[src/rtl/bqf_pkg.sv]
// Shared encodings for the biquad filter sequencer: FSM states, frame phases
// and coefficient-bank addresses.
package bqf_pkg;

    typedef enum logic [1:0] {
        IDLE  = 2'd0,
        FLUSH = 2'd1,
        RUN   = 2'd2
    } state_t;

    // A frame is four cycles; the sample enters at PH_XIN, the result is taken at PH_OUT.
    localparam logic [1:0] PH_XIN = 2'd3;
    localparam logic [1:0] PH_OUT = 2'd2;

    localparam logic [1:0] FLUSH_LAST = 2'd3;

    localparam logic [1:0] COEF_A = 2'd0;
    localparam logic [1:0] COEF_B = 2'd1;
    localparam logic [1:0] COEF_C = 2'd2;
    localparam logic [1:0] COEF_D = 2'd3;

endpackage

[src/rtl/bqf_coef_bank.sv]
// Shadow/active coefficient register pair; the copy on apply sees a write made
// in the same cycle so a combined write+commit lands in the active set.
module bqf_coef_bank
    import bqf_pkg::*;
(
    input  logic        clk,
    input  logic        clr,
    input  logic        we,
    input  logic [1:0]  addr,
    input  logic [31:0] wdata,
    input  logic        apply,
    output logic [31:0] a,
    output logic [31:0] b,
    output logic [31:0] c,
    output logic [31:0] d
);

    logic [31:0] shadow      [4];
    logic [31:0] shadow_next [4];
    logic [31:0] active      [4];

    always_comb begin
        for (int i = 0; i < 4; i++) begin
            shadow_next[i] = shadow[i];
            if (we && (addr == 2'(i))) begin
                shadow_next[i] = wdata;
            end
        end
    end

    always_ff @(posedge clk) begin
        if (clr) begin
            for (int i = 0; i < 4; i++) begin
                shadow[i] <= '0;
                active[i] <= '0;
            end
        end else begin
            for (int i = 0; i < 4; i++) begin
                shadow[i] <= shadow_next[i];
                if (apply) begin
                    active[i] <= shadow_next[i];
                end
            end
        end
    end

    assign a = active[COEF_A];
    assign b = active[COEF_B];
    assign c = active[COEF_C];
    assign d = active[COEF_D];

endmodule

[src/rtl/bqf_ctrl.sv]
// Sequencer for a time-multiplexed biquad engine: frames the engine phases,
// injects samples, tracks result tokens and applies coefficient updates safely.
module bqf_ctrl
    import bqf_pkg::*;
#(
    parameter int LAT_FRAMES = 2,
    parameter int OVF_W      = 16
) (
    input  logic             clk,
    input  logic             clr,
    input  logic             en,
    input  logic             s_valid,
    output logic             s_ready,
    input  logic [31:0]      s_data,
    input  logic             cfg_we,
    input  logic [1:0]       cfg_addr,
    input  logic [31:0]      cfg_wdata,
    input  logic             cfg_commit,
    output logic             eng_clr,
    output logic [1:0]       eng_phase,
    output logic [31:0]      eng_xin,
    output logic [31:0]      eng_a,
    output logic [31:0]      eng_b,
    output logic [31:0]      eng_c,
    output logic [31:0]      eng_d,
    input  logic [31:0]      eng_y,
    output logic             m_valid,
    input  logic             m_ready,
    output logic [31:0]      m_data,
    output logic [OVF_W-1:0] ovf_cnt,
    output logic             busy,
    output logic [1:0]       dbg_state
);

    state_t                state;
    logic [1:0]            phase;
    logic [1:0]            fcnt;
    logic [LAT_FRAMES-1:0] tok;
    logic [LAT_FRAMES-1:0] tok_shift;
    logic                  pending;
    logic                  in_run;
    logic                  at_xin;
    logic                  at_out;
    logic                  accept;
    logic                  capture;
    logic                  apply;

    assign in_run  = (state == RUN);
    assign at_xin  = in_run && (phase == PH_XIN);
    assign at_out  = in_run && (phase == PH_OUT);

    // Handshakes: a transfer happens on a cycle where valid and ready are both 1.
    // s_ready opens only at the injection phase; m_valid holds until m_ready.
    assign s_ready = at_xin && !pending && en && !clr;
    assign accept  = s_valid && s_ready;
    assign eng_xin = accept ? s_data : '0;

    assign eng_clr   = !in_run || clr;
    assign busy      = (state != IDLE) && !clr;
    assign eng_phase = phase;
    assign dbg_state = state;

    assign capture = at_out && tok[LAT_FRAMES-1];

    always_comb begin
        tok_shift[0] = accept;
        for (int i = 1; i < LAT_FRAMES; i++) begin
            tok_shift[i] = tok[i-1];
        end
    end

    // Coefficients only move outside RUN, or exactly at the frame edge into FLUSH.
    always_comb begin
        apply = 1'b0;
        case (state)
            IDLE:    apply = pending || cfg_commit;
            FLUSH:   apply = (fcnt == FLUSH_LAST) && en && (pending || cfg_commit);
            RUN:     apply = at_xin && en && pending;
            default: apply = 1'b0;
        endcase
    end

    always_ff @(posedge clk) begin
        if (clr) begin
            state   <= IDLE;
            phase   <= '0;
            fcnt    <= '0;
            tok     <= '0;
            pending <= 1'b0;
            m_valid <= 1'b0;
            m_data  <= '0;
            ovf_cnt <= '0;
        end else begin
            pending <= apply ? 1'b0 : (pending || cfg_commit);

            case (state)
                IDLE: begin
                    phase <= '0;
                    if (en) begin
                        state <= FLUSH;
                        fcnt  <= '0;
                        tok   <= '0;
                    end
                end
                FLUSH: begin
                    phase <= '0;
                    if (fcnt == FLUSH_LAST) begin
                        state <= en ? RUN : IDLE;
                        fcnt  <= '0;
                    end else begin
                        fcnt <= fcnt + 2'd1;
                    end
                end
                RUN: begin
                    phase <= phase + 2'd1;
                    if (at_xin) begin
                        tok <= tok_shift;
                        if (!en) begin
                            state <= IDLE;
                        end else if (pending) begin
                            state <= FLUSH;
                            fcnt  <= '0;
                            tok   <= '0;
                        end
                    end
                end
                default: begin
                    state <= IDLE;
                    phase <= '0;
                end
            endcase

            if (capture) begin
                m_data  <= eng_y;
                m_valid <= 1'b1;
                if (m_valid && !m_ready && (ovf_cnt != '1)) begin
                    ovf_cnt <= ovf_cnt + 1'b1;
                end
            end else if (m_valid && m_ready) begin
                m_valid <= 1'b0;
            end
        end
    end

    bqf_coef_bank u_coef_bank (
        .clk   (clk),
        .clr   (clr),
        .we    (cfg_we),
        .addr  (cfg_addr),
        .wdata (cfg_wdata),
        .apply (apply),
        .a     (eng_a),
        .b     (eng_b),
        .c     (eng_c),
        .d     (eng_d)
    );

endmodule

[config.mk]
export PLATFORM = sky130hd
export DESIGN_NAME = bqf_ctrl
export DESIGN_NICKNAME = d
export VERILOG_FILES = /design/src/rtl/bqf_pkg.sv /design/src/rtl/bqf_coef_bank.sv /design/src/rtl/bqf_ctrl.sv
export SDC_FILE = /design/constraint.sdc
export NUM_CORES = 1
export LEC_CHECK = 0
export ABC_AREA = 0
export BUFFER_PORTS_ARGS = -buffer_cell sky130_fd_sc_hd__buf_2
export CELL_PAD_IN_SITES_DETAIL_PLACEMENT = 1
export CELL_PAD_IN_SITES_GLOBAL_PLACEMENT = 2
export CORE_MARGIN = 1
export CORE_UTILIZATION = 30
export CTS_BUF_LIST = sky130_fd_sc_hd__clkbuf_4
export DETAILED_ROUTE_END_ITERATION = 8
export GPL_TIMING_DRIVEN = 0
export PLACE_DENSITY = 0.89
export SETUP_SLACK_MARGIN = 0.2
export SLEW_MARGIN = 40
export SYNTH_ARGS = -nofsm -noshare
export SYNTH_HDL_FRONTEND = slang
export SYNTH_SLANG_ARGS = --single-unit
[constraint.sdc]
create_clock -name clk -period 3.9 [get_ports clk]
set_input_delay 0.78 -clock clk [delete_from_list [all_inputs] [get_ports clk]]
set_output_delay 0.78 -clock clk [all_outputs]
set_load 0.02 [all_outputs]
==> flow_metrics.py, run 1 <==
metrics = {
    "synthesis": {
        "synth_common_cells": "326 x nand2_1, 186 x dfxtp_1, 179 x a21oi_1, 160 x and2_1, 128 x edfxtp_1",
        "synth-simple-area-share": 0.231,
        "synth-adder-area-share": 0.00426,
        "synth_top_cell_area_share": 0.327,
        "ys_seq_area_frac": 0.644,
        "synth-compound-area-share": 0.0908,
        "yosys.area.top_type": "edfxtp_1",
        "synth_most_common_cell": "nand2_1",
        "synth_nets": 1274,
        "synth_top_family_by_area": "simple AND/OR/NAND/NOR gates",
        "synth_async_sr_flop_share": 0,
        "synth_ff_type": "dfxtp_1",
        "ys_ff_latch": 314,
        "syn-instance-count": 1165,
        "synthMuxAreaShare": 0.00181,
        "synth_warnings": 0,
        "synth_area_sq_um": 11800,
        "synth_xor_area_frac": 0,
        "ys_types": 46,
        "ys_top_cells_by_area": "edfxtp_1 33%, dfxtp_1 32%, nand2_1 10%",
        "synth-edff-count": 128,
        "synth_area_per_cell_sq_um": 10.1,
    },
    "worst_setup_path": {
        "r2r_slack_ns": 0.90,
        "cp_slowest_cell": "dfxtp_1",
        "critPathMaxFanout": 10,
        "worstSetupStartpointType": "flop",
        "timing.rr.start": "eng_phase[0]$_SDFF_PP0_",
        "r2r-end": "u_coef_bank.active[0][1]$_SDFFCE_PN0P_",
        "critPathCaptureType": "output pin",
        "cp_cell_sequence": "ha_1 > nand2_1 > nor4_4 > clkbuf_2 > and2_1 > buf_2",
        "critical_path_class": "flop to output pin",
        "rr_worst_depth": 6,
        "cp.arrival_ns": 2.66,
        "crit_required_ns": 3.12,
        "cpPeakStageDelay_ns": 0.37,
    },
    "min_path": {
        "min-delay-path-class": "input pin to flop",
        "whs_path_depth": 3,
        "hp-start": "eng_y[23]",
        "hold_path_end": "m_data[23]$_SDFFE_PP0P_",
    },
    "finish": {
        "area_growth_pct": 30.0,
        "n_fill_cell": 4621,
        "fin_nets": 1684,
        "drive_above_1_share": 0.296,
        "fin_cells": 2166,
        "final_cell_area_sq_um": 15300,
    },
    "placement": {
        "dp.cells": 2004,
        "placed_area_sq_um": 14100,
        "place_congestion": 0.820,
        "io_buffer_count": 318,
        "hpwl_microns": 28200,
        "dp_slack_ns": 0.347,
    },
    "pwr": {
        "ir_drop_v": 0.000208,
        "p_leak_uw": 0.00646,
        "p_per_area_nw_per_um2": 488,
    },
    "routing": {
        "wl_per_cell_microns": 18.0,
        "drtIter0Drc": 379,
        "wl_microns": 39000,
        "antenna_left": 0,
        "vias_per_cell": 4.60,
        "drc": 0,
        "drt_first_pass_iters": 5,
        "vias": 9960,
    },
    "floorplan": {
        "die_y_microns": 200,
        "die_w_microns": 200,
        "dieArea_sq_um": 40000,
        "pin_count": 321,
        "rows": 72,
        "coreArea_sq_um": 38600,
        "initial_core_util": 0.304,
    },
    "sta": {
        "rsz0062_at_grt": "false",
        "hold_ws_ns": 0.267,
        "worst_pin_slew_ns": 0.762,
        "final_max_slew_viol_count": 0,
        "clock_skew_ns": 0.0332,
        "timing.fmax_ghz": 0.291,
        "finalWorstSetupSlack_ns": 0.464,
        "setup_viol": 0,
        "relSlewSlack": 0.488,
        "finalCritPeriodShare": 0.881,
        "fin_crit_ns": 3.44,
        "tns_ns": 0,
        "report.final.hold_viol_count": 0,
    },
    "clock_network": {
        "path_clk_slew_ns": 0.07,
        "clock_path_buffers": 3,
        "cts_max_level": 3,
        "cts.sinks": 314,
        "root_buffer": "clkbuf_4",
        "clk-insertion-delay-late_ns": 0.76,
        "cts_tree": "built",
        "cts_buffers": 86,
        "hold_buffers": 0,
    },
    "global_routing": {
        "antenna_found_initial": 3,
        "grt_pass1_vias": 10500,
        "grt_max_degree": 42,
        "gr-usage-all-layers": 0.194,
        "overflow": 0,
        "grt_pass1_wl_microns": 58000,
    },
    "flow_run": {
        "max_cap_viol_count": 0,
    },
    "outcome": {
        "outcome": "finished clean",
    },
}
## area by class of cell
| type | instances | area, sq um | share of cell area |
|---|---|---|---|
| Antenna cell | 5 | 12.5 | 0.000819 |
| Buffer | 81 | 323 | 0.0211 |
| Clock buffer | 140 | 1050 | 0.0688 |
| Clock inverter | 16 | 145 | 0.00950 |
| Inverter | 4 | 15.0 | 0.000983 |
| Multi-Input combinational cell | 766 | 3860 | 0.253 |
| Sequential cell | 314 | 7570 | 0.495 |
| Tap cell | 518 | 648 | 0.0424 |
| Timing Repair Buffer | 322 | 1660 | 0.109 |
## state kept, by name (all words and copies together), names as in the netlist
name                cells
fcnt                    2
dbg_state               2
m_data                 32
m_valid                 1
tok                     2
u_coef_bank.shadow    128
eng_phase               2
u_coef_bank.active    128
ovf_cnt                16
pending                 1
## metrics by stage
stage,total power [uW],utilization
after floorplan,4010,-
after global placement,4300,0.362
after detailed placement,4330,0.364
after CTS,7600,0.395
after global routing,7820,0.395
final,7460,0.395
## cell usage in the layout (no fill, tap or decap), types with 3 or more instances in the layout
| cell | Yosys | layout |
|---|---|---|
| clkbuf_4 | 0 | 140 |
| buf_1 | 3 | 3 |
| nand4_1 | 4 | 4 |
| or3_1 | 5 | 5 |
| bufinv_16 | 0 | 3 |
| diode_2 | 0 | 5 |
| buf_12 | 0 | 3 |
| nand3_1 | 8 | 8 |
| o21ai_0 | 3 | 3 |
| and2_1 | 160 | 160 |
| o31ai_1 | 10 | 10 |
| clkinv_1 | 0 | 7 |
| or4_1 | 9 | 9 |
| inv_2 | 0 | 3 |
| nor2b_1 | 3 | 3 |
| a21oi_1 | 179 | 179 |
| ha_1 | 4 | 4 |
| edfxtp_1 | 128 | 128 |
| dfxtp_1 | 186 | 186 |
| nor2_1 | 16 | 16 |
| nand2b_1 | 3 | 3 |
| inv_1 | 4 | 4 |
| nand2_1 | 326 | 326 |
| buf_2 | 5 | 323 |
| clkbuf_1 | 71 | 70 |
| nand3b_1 | 5 | 5 |
## how the worst max path moves through the flow
| stage | start | to | slack (ns) | depth (start not counted) |
|---|---|---|---|---|
| final | eng_phase[0]$_SDFF_PP0_ | eng_xin[25] | 0.46 | 6 |
| after floorplan | en | u_coef_bank.active[0][0]$_SDFFCE_PN0P_ | 0.76 | 5 |
| after global placement | en | u_coef_bank.active[1][6]$_SDFFCE_PN0P_ | -0.41 | 5 |
| after CTS | dbg_state[1]$_SDFFE_PP0P_ | eng_xin[25] | 0.26 | 6 |
| after global routing | eng_phase[0]$_SDFF_PP0_ | eng_xin[25] | 0.19 | 6 |
| after detailed placement | clr | eng_xin[25] | 0.35 | 7 |
## cells by family after synthesis
logic type | count (synthesis)
AOI/OAI and AO/OA | 202
adders and majority gates | 4
buffers and inverters | 85
DFF | 314
muxes | 2
and+or+nand+nor | 558
## metal layers
| metal | GRT usage | vias up | wire [microns] |
|---|---|---|---|
| met3 | 0.0655 | 39 | 2980 |
| met2 | 0.342 | 361 | 19600 |
| met5 | 0 | - | 11 |
| met4 | 0.0602 | 2 | 519 |
| li1 | - | 4763 | - |
| met1 | 0.219 | 4795 | 15900 |
## power breakdown
part           internal (uW)  switching, uW  total (uW)
Clock                   1810           1400        3220
Sequential              3570           51.2        3620
Combinational            179            444         623
Total                   5560           1900        7460
## critical path, delay by kind of cell, from the launching register on
kind	cells	cell delay (ns)
fa+ha+maj	1	0.33
buf+inv	2	0.46
flops	1	0.37
simple gates	3	0.76
## what timing repair did
| action | in CTS | in global routing |
|---|---|---|
| endpoints found under the hold margin | 0 | 0 |
| resized for setup | 1 | 0 |
| buffers inserted | 0 | 1 |
| endpoints found under the setup margin | 1 | 1 |
| pin swaps | 0 | 1 |
Power figures use the tool's default switching activity.
==> run 2: changes to the inputs <==
- BUFFER_PORTS_ARGS: -buffer_cell sky130_fd_sc_hd__buf_2 -> unset
- CORE_UTILIZATION: 30 -> 36
- DONT_BUFFER_PORTS: unset -> 1
- PLACE_DENSITY: 0.89 -> 0.88
==> run 2 against run 1 <==
Net effect: non-clock buffer count decreased by 318; sequential power is 4% higher; worst setup slack worse by 0.015 ns; die area shrank 17%; count of clock-buffer cells in the layout fell by 8; final cell count shrank 19%; critical path type unchanged; critical endpoint is now eng_xin[20]; largest cell class unchanged; largest power group unchanged.
==> flow_metrics.py, run 2 (synthesis gave the netlist of run 1 again) <==
metrics = {
    "clock_network": {
        "clock_path_buffers": 3,
        "path_clk_slew_ns": 0.06,
        "cts_tree": "built",
        "root_buffer": "clkbuf_4",
        "cts_max_level": 3,
        "cts_buffers": 83,
        "cts.sinks": 314,
        "clk-insertion-delay-late_ns": 0.76,
        "hold_buffers": 0,
    },
    "finish": {
        "n_fill_cell": 3667,
        "largest_registers": "u_coef_bank.active: 128 flops, u_coef_bank.shadow: 128 flops, m_data: 32 flops",
        "layout_common_cells": "326 x nand2_1, 185 x dfxtp_1, 179 x a21oi_1",
        "final_cell_area_sq_um": 13600,
        "seqCellArea_sq_um": 7570,
        "fin_nets": 1364,
        "drive_above_1_share": 0.128,
        "final_common_cell": "nand2_1",
        "fin_cells": 1760,
        "area_growth_pct": 15.4,
        "multi_input_area_sq_um": 3880,
    },
    "sta": {
        "clock_skew_ns": 0.0526,
        "tns_ns": 0,
        "timing.fmax_ghz": 0.290,
        "setup_viol": 0,
        "rsz0062_at_grt": "false",
        "worst_pin_slew_ns": 0.765,
        "report.final.hold_viol_count": 0,
        "finalCritPeriodShare": 0.885,
        "final_max_slew_viol_count": 0,
        "relSlewSlack": 0.488,
        "fin_crit_ns": 3.45,
    },
    "outcome": {
        "outcome": "finished clean",
    },
    "global_routing": {
        "antenna_found_initial": 2,
        "gr-usage-all-layers": 0.204,
        "grt_max_degree": 48,
        "grt_pass1_vias": 8986,
        "overflow": 0,
        "grt_pass1_wl_microns": 51600,
    },
    "pwr": {
        "p_per_area_nw_per_um2": 529,
        "ir_drop_v": 0.000238,
        "p_leak_uw": 0.00494,
    },
    "placement": {
        "dp.cells": 1603,
        "place_congestion": 0.805,
        "placed_area_sq_um": 12400,
        "io_buffer_count": 0,
        "hpwl_microns": 24300,
    },
    "min_path": {
        "min-delay-path-class": "input pin to flop",
        "hp-start": "eng_y[26]",
    },
    "floorplan": {
        "die_y_microns": 183,
        "die_w_microns": 183,
        "initial_core_util": 0.369,
        "coreArea_sq_um": 31900,
        "dieArea_sq_um": 33400,
        "pin_count": 321,
        "rows": 65,
    },
    "routing": {
        "wl_per_cell_microns": 19.4,
        "drc": 0,
        "antenna_left": 0,
        "wl_microns": 34200,
        "drtIter0Drc": 374,
        "vias_per_cell": 4.90,
        "vias": 8627,
        "drt_first_pass_iters": 4,
    },
    "worst_setup_path": {
        "timing.rr.start": "eng_phase[0]$_SDFF_PP0_",
        "critPathMaxFanout": 10,
        "cp.arrival_ns": 2.67,
        "crit_required_ns": 3.12,
        "critPathCaptureType": "output pin",
        "worstSetupStartpointType": "flop",
        "crit_start": "dbg_state[0]$_SDFFE_PP0P_",
        "critical_path_class": "flop to output pin",
    },
    "flow_run": {
        "max_cap_viol_count": 0,
    },
}
==> run 2: cell count changes in the layout (fill, tap and decap cells not counted), sizes merged <==
cell,change
clkinv,+7
or2,+1
inv,-1
buf,-318
clkinvlp,-1
clkbuf,-8
diode,-3
==> run 2: path summary, 6_finish.rpt <==
| check | slack (ns) | endpoint | cells after the start |
|---|---|---|---|
| setup / recovery | 0.45 | eng_xin[20] | 6 |
| hold / removal | 0.17 | m_data[26]$_SDFFE_PP0P_ | 2 |
| setup reg to reg | 0.53 | u_coef_bank.active[2][30]$_SDFFCE_PN0P_ | 7 |
| hold reg to reg | 0.45 | u_coef_bank.shadow[0][70]$_SDFF_PP0_ | 2 |
==> run 2: through the flow <==
stage	utilization	worst slack [ns]	hold WS (ns)	power (uW)
after floorplan	-	0.762	0.434	4010
after global routing	0.426	0.284	0.119	7480
after global placement	0.386	-0.274	0.440	4130
final	0.426	0.449	0.167	7180
after CTS	0.425	0.207	0.100	7270
after detailed placement	0.388	0.104	0.447	4150
==> run 2: final cells by class <==
type	instances	area share
timing repair buffer	4	0.00553
sequential	314	0.558
clock inverter	21	0.0117
inverter	4	0.00111
antenna	2	0.000369
buffer	81	0.0241
tap	435	0.0401
clock buffer	132	0.0730
multi-input combinational	767	0.286
==> run 2: metal layers <==
layer,part of all wire,global-route usage,vias up
li1,-,-,4129
met1,0.40,0.231,4111
met2,0.49,0.349,327
met3,0.088,0.0768,60
met4,0.023,0.0783,0
met5,0,0,-
==> run 2: report_power, final <==
part | internal, uW | total, uW | switching [uW]
logic | 79.7 | 297 | 217
clock network | 1730 | 3110 | 1380
registers | 3580 | 3770 | 193
==> run 2: worst max-delay path: stages, from the launching register on <==
cell,delay (ns)
dfxtp_1,0.41
or3b_1,0.40
clkbuf_2,0.22
nor4_4,0.28
buf_4,0.17
clkbuf_2,0.17
and2_1,0.27
==> run 2: timing repair <==
| action | in CTS | in global routing |
|---|---|---|
| endpoints found under the hold margin | 0 | 0 |
| setup buffers | 1 | 0 |
| gates cloned | 0 | 1 |
| endpoints found under the setup margin | 29 | 67 |
| resized for setup | 7 | 7 |
| pin swaps | 1 | 0 |
